**config.mk**
```make
export PLATFORM = sky130hd
export DESIGN_NAME = mem_port_arbiter_flat
export DESIGN_NICKNAME = d
export VERILOG_FILES = /design/src/rtl/nand_cpu_pkg.sv /design/src/rtl/mem_port_arbiter_if.sv /design/src/rtl/mem_port_arbiter.sv /design/src/flat_wrapper.sv
export SDC_FILE = /design/constraint.sdc
export NUM_CORES = 1
export LEC_CHECK = 0
export CORE_MARGIN = 5
export CORE_UTILIZATION = 45
export CTS_CLUSTER_DIAMETER = 150
export DETAILED_ROUTE_END_ITERATION = 16
export PLACE_DENSITY = 0.77
export RECOVER_POWER = 50
export SLEW_MARGIN = 20
export SYNTH_ARGS = -nofsm -noshare
export SYNTH_HDL_FRONTEND = slang
export SYNTH_SLANG_ARGS = --single-unit
```
**constraint.sdc**
```tcl
create_clock -name clk -period 2.2 [get_ports clk]
set_clock_uncertainty 0.15 [all_clocks]
set_input_delay 0.44 -clock clk [delete_from_list [all_inputs] [get_ports clk]]
set_output_delay 0.44 -clock clk [all_outputs]
set_load 0.005 [all_outputs]
```
**src/rtl/nand_cpu_pkg.sv**
```systemverilog
// Shared types for the nand_cpu core: memory operation codes and
// the arbiter's FSM state and ownership encodings.
package nand_cpu_pkg;

    typedef enum logic {
        READ  = 1'b0,
        WRITE = 1'b1
    } MEM_OP;

    typedef enum logic [1:0] {
        ARB_IDLE,
        ARB_REQ,
        ARB_RESP
    } ARB_STATE;

    typedef enum logic {
        OWN_FETCH,
        OWN_DATA
    } ARB_OWNER;

endpackage

```
**src/rtl/mem_port_arbiter_if.sv**
```systemverilog
// Single-ported memory bus: the arbiter is the master,
// the memory is the slave.
interface mem_port_arbiter_if
    import nand_cpu_pkg::*;
#(
    parameter int ADDR_W = 8,
    parameter int DATA_W = 8
);

    logic              mem_req;
    MEM_OP             mem_op;
    logic [ADDR_W-1:0] mem_addr;
    logic [DATA_W-1:0] mem_wdata;
    logic              mem_ack;
    logic [DATA_W-1:0] mem_rdata;

    modport master (
        output mem_req,
        output mem_op,
        output mem_addr,
        output mem_wdata,
        input  mem_ack,
        input  mem_rdata
    );

    modport slave (
        input  mem_req,
        input  mem_op,
        input  mem_addr,
        input  mem_wdata,
        output mem_ack,
        output mem_rdata
    );

endinterface

```
**src/rtl/mem_port_arbiter.sv**
```systemverilog
// Shares one variable-latency memory port between fetch and load/store,
// data first, with a bounded data streak so fetch cannot starve.
module mem_port_arbiter
    import nand_cpu_pkg::*;
#(
    parameter int ADDR_W       = 8,
    parameter int DATA_W       = 8,
    parameter int MAX_D_STREAK = 4,
    parameter int TIMEOUT      = 255
) (
    input  logic              clk,
    input  logic              rst,
    input  logic              f_req,
    input  logic [ADDR_W-1:0] f_addr,
    output logic              f_done,
    output logic [DATA_W-1:0] f_rdata,
    input  logic              d_req,
    input  MEM_OP             d_op,
    input  logic [ADDR_W-1:0] d_addr,
    input  logic [DATA_W-1:0] d_wdata,
    output logic              d_done,
    output logic [DATA_W-1:0] d_rdata,
    mem_port_arbiter_if.master mem,
    output logic              err,
    output logic              busy
);

    localparam int TW = (TIMEOUT < 2) ? 1 : $clog2(TIMEOUT + 1);
    localparam bit T_EN = (TIMEOUT != 0);
    localparam logic [TW-1:0] T_LAST = TW'((TIMEOUT == 0) ? 0 : TIMEOUT - 1);
    localparam logic [3:0] S_MAX = 4'(MAX_D_STREAK);

    ARB_STATE          state_q, state_d;
    ARB_OWNER          owner_q, owner_d;
    logic [3:0]        streak_q, streak_d;
    logic [TW-1:0]     timer_q, timer_d;
    logic              req_q, req_d;
    MEM_OP             op_q, op_d;
    logic [ADDR_W-1:0] addr_q, addr_d;
    logic [DATA_W-1:0] wdata_q, wdata_d;
    logic              f_done_d, d_done_d, err_d, busy_d;
    logic [DATA_W-1:0] f_rdata_d, d_rdata_d, rd;
    logic              grant_data;

    assign grant_data = d_req && !(f_req && streak_q == S_MAX);
    assign rd = (op_q == WRITE) ? '0 : mem.mem_rdata;

    always_comb begin
        state_d   = state_q;
        owner_d   = owner_q;
        streak_d  = streak_q;
        timer_d   = timer_q;
        req_d     = req_q;
        op_d      = op_q;
        addr_d    = addr_q;
        wdata_d   = wdata_q;
        f_done_d  = 1'b0;
        d_done_d  = 1'b0;
        f_rdata_d = '0;
        d_rdata_d = '0;
        err_d     = 1'b0;
        unique case (state_q)
            ARB_IDLE: begin
                if (f_req || d_req) begin
                    req_d   = 1'b1;
                    timer_d = '0;
                    state_d = ARB_REQ;
                    if (grant_data) begin
                        owner_d = OWN_DATA;
                        op_d    = d_op;
                        addr_d  = d_addr;
                        wdata_d = d_wdata;
                        if (!f_req)
                            streak_d = '0;
                        else if (streak_q != S_MAX)
                            streak_d = streak_q + 4'd1;
                    end else begin
                        owner_d  = OWN_FETCH;
                        op_d     = READ;
                        addr_d   = f_addr;
                        wdata_d  = '0;
                        streak_d = '0;
                    end
                end
            end
            ARB_REQ: begin
                timer_d = timer_q + TW'(1);
                // An ack on the deadline cycle still wins over the timeout.
                if (mem.mem_ack) begin
                    req_d    = 1'b0;
                    state_d  = ARB_RESP;
                    f_done_d = (owner_q == OWN_FETCH);
                    d_done_d = (owner_q == OWN_DATA);
                    if (owner_q == OWN_DATA)
                        d_rdata_d = rd;
                    else
                        f_rdata_d = rd;
                end else if (T_EN && timer_q == T_LAST) begin
                    req_d    = 1'b0;
                    state_d  = ARB_RESP;
                    err_d    = 1'b1;
                    f_done_d = (owner_q == OWN_FETCH);
                    d_done_d = (owner_q == OWN_DATA);
                end
            end
            ARB_RESP: begin
                state_d = ARB_IDLE;
                timer_d = '0;
            end
            default: state_d = ARB_IDLE;
        endcase
        busy_d = (state_d != ARB_IDLE);
    end

    always_ff @(posedge clk) begin
        if (rst) begin
            state_q  <= ARB_IDLE;
            owner_q  <= OWN_FETCH;
            streak_q <= '0;
            timer_q  <= '0;
            req_q    <= 1'b0;
            op_q     <= READ;
            addr_q   <= '0;
            wdata_q  <= '0;
            f_done   <= 1'b0;
            d_done   <= 1'b0;
            f_rdata  <= '0;
            d_rdata  <= '0;
            err      <= 1'b0;
            busy     <= 1'b0;
        end else begin
            state_q  <= state_d;
            owner_q  <= owner_d;
            streak_q <= streak_d;
            timer_q  <= timer_d;
            req_q    <= req_d;
            op_q     <= op_d;
            addr_q   <= addr_d;
            wdata_q  <= wdata_d;
            f_done   <= f_done_d;
            d_done   <= d_done_d;
            f_rdata  <= f_rdata_d;
            d_rdata  <= d_rdata_d;
            err      <= err_d;
            busy     <= busy_d;
        end
    end

    assign mem.mem_req   = req_q;
    assign mem.mem_op    = op_q;
    assign mem.mem_addr  = addr_q;
    assign mem.mem_wdata = wdata_q;

    // The granted requester must keep its request up while memory is busy.
    owner_holds_req: assert property (
        @(posedge clk) disable iff (rst)
        (state_q == ARB_REQ) |-> ((owner_q == OWN_DATA) ? d_req : f_req)
    );

endmodule

```
**src/flat_wrapper.sv**
```systemverilog
// flat-port wrapper written by rule: the top's interface ports become plain ports
module mem_port_arbiter_flat import nand_cpu_pkg::*;
#(
    parameter int ADDR_W       = 8,
    parameter int DATA_W       = 8,
    parameter int MAX_D_STREAK = 4,
    parameter int TIMEOUT      = 255
)
  (clk, rst, f_req, f_addr, f_done, f_rdata, d_req, d_op, d_addr, d_wdata, d_done, d_rdata, err, busy, mem_mem_req, mem_mem_op, mem_mem_addr, mem_mem_wdata, mem_mem_ack, mem_mem_rdata);
  mem_port_arbiter_if #(.ADDR_W(ADDR_W), .DATA_W(DATA_W)) mem_i ();
  input  logic clk;
  input  logic rst;
  input  logic f_req;
  input  logic [ADDR_W-1:0] f_addr;
  output logic f_done;
  output logic [DATA_W-1:0] f_rdata;
  input  logic d_req;
  input  MEM_OP d_op;
  input  logic [ADDR_W-1:0] d_addr;
  input  logic [DATA_W-1:0] d_wdata;
  output logic d_done;
  output logic [DATA_W-1:0] d_rdata;
  output logic err;
  output logic busy;
  output wire logic [$bits(mem_i.mem_req)-1:0] mem_mem_req;
  output wire logic [$bits(mem_i.mem_op)-1:0] mem_mem_op;
  output wire logic [$bits(mem_i.mem_addr)-1:0] mem_mem_addr;
  output wire logic [$bits(mem_i.mem_wdata)-1:0] mem_mem_wdata;
  input wire logic [$bits(mem_i.mem_ack)-1:0] mem_mem_ack;
  input wire logic [$bits(mem_i.mem_rdata)-1:0] mem_mem_rdata;
  assign mem_mem_req = mem_i.mem_req;
  assign mem_mem_op = mem_i.mem_op;
  assign mem_mem_addr = mem_i.mem_addr;
  assign mem_mem_wdata = mem_i.mem_wdata;
  assign mem_i.mem_ack = mem_mem_ack;
  assign mem_i.mem_rdata = mem_mem_rdata;
  mem_port_arbiter #(.ADDR_W(ADDR_W), .DATA_W(DATA_W), .MAX_D_STREAK(MAX_D_STREAK), .TIMEOUT(TIMEOUT)) u_core (.clk(clk), .rst(rst), .f_req(f_req), .f_addr(f_addr), .f_done(f_done), .f_rdata(f_rdata), .d_req(d_req), .d_op(d_op), .d_addr(d_addr), .d_wdata(d_wdata), .d_done(d_done), .d_rdata(d_rdata), .mem(mem_i), .err(err), .busy(busy));
endmodule
```
# Word level (Yosys, flattened, before mapping)
# Index checks and enable logic that the tools add are counted.
# op_classes
n_eq_ne,8
addsub,2
mux,23
n_reduce_logical,16
bitwise,3
# op_table
op,n
8-bit two-way mux,4
8-bit case mux with 3 select lines,1
4-bit two-way mux,3
1-bit two-way mux,10
"8-bit by 1-bit adder with 8-bit output, second input constant",1
"8-bit == test, second input constant",1
4-bit OR reduction,2
2-bit two-way mux,3
3-bit AND reduction,2
"4-bit by 1-bit adder with 4-bit output, second input constant",1
"4-bit by 3-bit == test with 1-bit output, second input constant",1
"4-bit by 3-bit inequality test with 1-bit output, second input constant",1
2-bit case mux with 2 select lines,1
2-bit AND reduction,2
2-bit nonzero test,2
"3-bit by 2-bit inequality test with 1-bit output, second input constant",1
"3-bit inequality test, second input constant",1
1-bit NOT,3
3-bit nonzero test,1
3-bit OR reduction,1
"2-bit by 1-bit == test with 1-bit output, second input constant",1
"2-bit == test, second input constant",1
1-bit logical AND,2
2-bit logical NOT,1
5 further kinds,5
# word_totals
ff_bits,53
elab_cells,66

# Logic depth before layout (Yosys ltp)
# Gate-level depths: netlist (run 1).
# depth
depth_word,6
ltp_mapped,7

# Least setup slack after synthesis (run 1)
# OpenSTA, ideal clock, no wires.
# synth_path
kind,register to register
from,reg u_core.streak_q[0]
to,reg u_core.addr_q[3] (netlist: u_core.mem.mem_addr[3])
setup_time_ns,0.079
path_slack_ns,0.631
required_time_ns,1.971
t_arrival_ns,1.340
path_stages_with_launch,8
period_less_slack_ns,1.569
path_buffers,1
cell_sequence,dfxtp_1 inv_1 ha_1 and4b_1 nor2b_1 buf_2 a21oi_1 a211oi_2
# synth_between
elab_chain_len,5
# synth_rtl
item,line,text
start: declaration,mem_port_arbiter.sv:35,"logic [3:0] streak_q, streak_d;"
start signal: assignment,mem_port_arbiter.sv:134,streak_q <= streak_d;
4-bit by 3-bit == test with 1-bit output,mem_port_arbiter.sv:45,assign grant_data = d_req && !(f_req && streak_q == S_MAX);
1-bit logical AND,mem_port_arbiter.sv:45,
1-bit logical NOT,mem_port_arbiter.sv:45,
1-bit logical AND,mem_port_arbiter.sv:45,
8-bit two-way mux,mem_port_arbiter.sv:68,if (grant_data) begin
end signal: assignment,mem_port_arbiter.sv:138,addr_q <= addr_d;
end: declaration,mem_port_arbiter.sv:39,"logic [ADDR_W-1:0] addr_q, addr_d;"
# No other way between the ends.
# A chain may end at the register's enable or synchronous reset.

==> results of run 1 <==
==> metal layers <==
layer  track usage, %  wire, um  vias to the layer above
li1                 -         -                      990
met3             5.94       292                        6
met5                0         0                        -
met1             21.2      2350                      934
met2             28.9      2700                       46
met4             4.90        78                        0
==> area by class of cell <==
class	instances	area share, %
Timing Repair Buffer	89	26.4
Sequential cell	53	33.4
Clock inverter	2	1.22
Multi-Input combinational cell	166	33.4
Tap cell	67	2.64
Inverter	6	0.708
Clock buffer	6	2.28
==> flip-flops by register name (all words and copies together) (netlist names) <==
register / cells
u_core.d_rdata: 8
u_core.f_rdata: 8
u_core.mem.mem_addr: 8
u_core.mem.mem_wdata: 8
u_core.timer_q: 8
u_core.streak_q: 4
u_core.state_q: 2
u_core.busy: 1
u_core.d_done: 1
u_core.err: 1
u_core.f_done: 1
u_core.mem.mem_op: 1
u_core.mem.mem_req: 1
u_core.owner_q: 1
==> cells by family after synthesis <==
group | Yosys count | share of synthesized area, %
simple gates | 107 | 24.8
compound gates | 53 | 19.8
flops | 53 | 47.6
buf+inv | 19 | 4.55
fa+ha+maj | 4 | 2.25
mux | 2 | 0.955
==> report_power, final <==
group,total [mW],internal [mW],switching (mW)
Clock,0.651,0.342,0.309
Sequential,1.04,1.00,0.0369
Combinational,0.363,0.201,0.162
Total,2.05,1.55,0.508
==> stage by stage <==
| stage | cell area (um^2) | util [%] | total power, mW | cells |
|---|---|---|---|---|
| after detailed placement | 3090 | 65.1 | 1.44 | 381 |
| after CTS | 3200 | 67.4 | 2.09 | 389 |
| final | 3180 | 66.9 | 2.05 | 389 |
| after global routing | 3180 | 66.9 | 2.16 | 389 |
| after global placement | 3090 | 65.1 | 1.43 | 381 |
| after floorplan | 2230 | - | 1.24 | 238 |
==> worst max path at each step <==
| stage | startpoint | end | slack [ps] | cells past startpoint |
|---|---|---|---|---|
| floorplan | u_core.streak_q[0]$_SDFFE_PP0P_ | u_core.mem.mem_addr[3]$_SDFFE_PP0P_ | 630 | 7 |
| global placement | f_req | u_core.mem.mem_addr[3]$_SDFFE_PP0P_ | 20 | 5 |
| detailed placement | f_req | u_core.mem.mem_addr[2]$_SDFFE_PP0P_ | 9 | 5 |
| CTS | u_core.streak_q[0]$_SDFFE_PP0P_ | u_core.mem.mem_addr[2]$_SDFFE_PP0P_ | 170 | 6 |
| global route | u_core.streak_q[0]$_SDFFE_PP0P_ | u_core.mem.mem_addr[2]$_SDFFE_PP0P_ | 10 | 6 |
| finish | rst | u_core.mem.mem_req$_SDFFE_PP0P_ | 180 | 6 |
==> placed cells by master, fill, tap and decap left out, drive strengths merged, types with 3 or more instances in the layout <==
master / n
a211oi: 10
inv: 6
ha: 4
nand2b: 10
buf: 9
clkdlybuf4s50: 58
o21ai: 3
nor3: 4
nand2: 16
nor2: 51
clkbuf: 11
a21oi: 19
dfxtp: 53
dlygate4sd3: 17
a22oi: 9
nand3: 4
nor2b: 4
==> results.md, run 1 <==
- Status: completed
- Row cnt: 25
- Critical R2R Capture: u_core.mem.mem_addr[2]$_SDFFE_PP0P_
- Count of final max-slew check failures: 0
- CP dominant cell by count: a21oi_1
- Tmin final: 2020 ps
- I/O pin cnt: 76
- Routed len/inst: 13.9 um
- Multi-input logic area: 0.00106 mm^2
- WHS: 353 ps
- Routed vias: 1976
- Commonest register cell after synthesis: dfxtp_1
- Slew headroom: a little over three fifths
- Tightest Hold Check Type: reg2reg
- Hold path startpoint: u_core.owner_q$_SDFFE_PP0P_
- Final Hold Viols: 0
- Global-route usage over all layers: 17.4%
- DR pass1 iterations: 4
- CP peak stage delay: roughly 670 ps
- Most repeated cell in the gate-level netlist after synthesis: dfxtp_1
- Vias/cell: 5.08
- Post-Syn Instances: about 240
- Kind of cell adding the most delay to the critical path: buffers and inverters
- # diodes: 0
- Vias in the first global route: 1895
- Async set or reset register ratio after synthesis: 0%
- Endpoints failing setup: 0
- Aggregate routed wire length: 5420 um
- Startpoint types: input pin
- Bufs and invs on worst path: 3
- CTS Root Cell: clkbuf_8
- Clock insertion delay at the later pin of the skew report: around 290 ps
- Synth top area share: between 40% and 50%
- CTS tree: yes
- Slowest library cell on the worst path: dlygate4sd3_1
- Worst Hold End: u_core.f_done$_SDFF_PP0_
- Area grow syn2layout: 42.7%
- Clk sinks: 53
- Final GP Congestion: 0.822
- Cells on worst reg2reg path: 6
- Post-synth EDFFs: 0
- R2r startpoint: u_core.streak_q[0]$_SDFFE_PP0P_
- Number of H-tree levels: 2
- Achievable Freq: 495 MHz
- Initial DRC Count: 89
- Worst path cell trace: dlygate4sd3_1 > clkbuf_2 > buf_4 > a21oi_1 > o21ai_1 > a21oi_1
- # fillers: 420
- Fraction of layout cells with a size suffix above 1: 15.8%
- First-pass GRT wire length: 8850 um
- WHS Path Cells: 1
- Setup CP Type: in2reg
- Distinct cells, synth: 47
- Final worst setup slack: 181 ps
- CTS Buf Count: 5
- Post-Syn Area: about 0.0022 mm^2
- Max-cap viol count: 0
- Yosys reg bits: 53
- Post-detailed-route DRC marker count: 0
- Final critical-path share of the clock period: 91.8%
- Yosys warning count: 0
- VDD IR max: 0.399 mV
- Starting Density: between 40% and 50%
- Synth top area cells: dfxtp_1 (48%), nor2_1 (8.4%), a211oi_2 (5.1%)
- Worst Tran Pin Value: 560 ps
- Final TNS setup: 0 ps
- Largest net degree at the start of global routing: 21
- Core box area: 0.00475 mm^2
- RSZ-0062 raised after global routing: false
- Post-CTS Setup Repair Bufs: 0
- GRT overflow: 0
- Leakage: 1.24 nW
- Synthesized net count: 280
- HPWL Detailed: 4130 um
- Post-synthesis sequential area ratio: 47.6%
- CTS Buffer Depth: 2
- Synthesized area per cell: approximately 9.4 um^2
- Most area-hungry cell type in the Yosys netlist: dfxtp_1
- Die Span X: 80.4 um
- Pre-CTS setup slack: 9.47 ps
- Post-DRT Antenna Nets: 0
- Initial antenna violation count: 0
- P per Cell Area: about 650 mW/mm^2
- Die ar.: 0.00646 mm^2
- Synth top cells by count: dfxtp_1 (53), nor2_1 (50), a21oi_1 (19), nand2b_1 (10)
- Worst-path maximum fanout: 20
- Sequential cell area: 0.00106 mm^2
- Port bufs: 75
- Setup crit end kind: flop
- Arrival time worst endpoint: 2050 ps
- Post-CTS resize count: 0
- Worst R2R Setup Slack: 180 ps
- Die height: 80.4 um
- CP required: 2230 ps
- Worst-path clk slew: approximately 90 ps
- Hold_buf cts: 0
- Fin nets: roughly 360
Power figures use the tool's default switching activity.
==> run 2: changes to the inputs <==
--- a/config.mk
+++ b/config.mk
@@ -9,6 +9,7 @@
 export CORE_UTILIZATION = 45
 export CTS_CLUSTER_DIAMETER = 150
 export DETAILED_ROUTE_END_ITERATION = 16
+export HOLD_SLACK_MARGIN = 0.15
 export PLACE_DENSITY = 0.77
 export RECOVER_POWER = 50
 export SLEW_MARGIN = 20
==> results of run 2 <==
Final layout, timing and power as in run 1 (identical DEF).
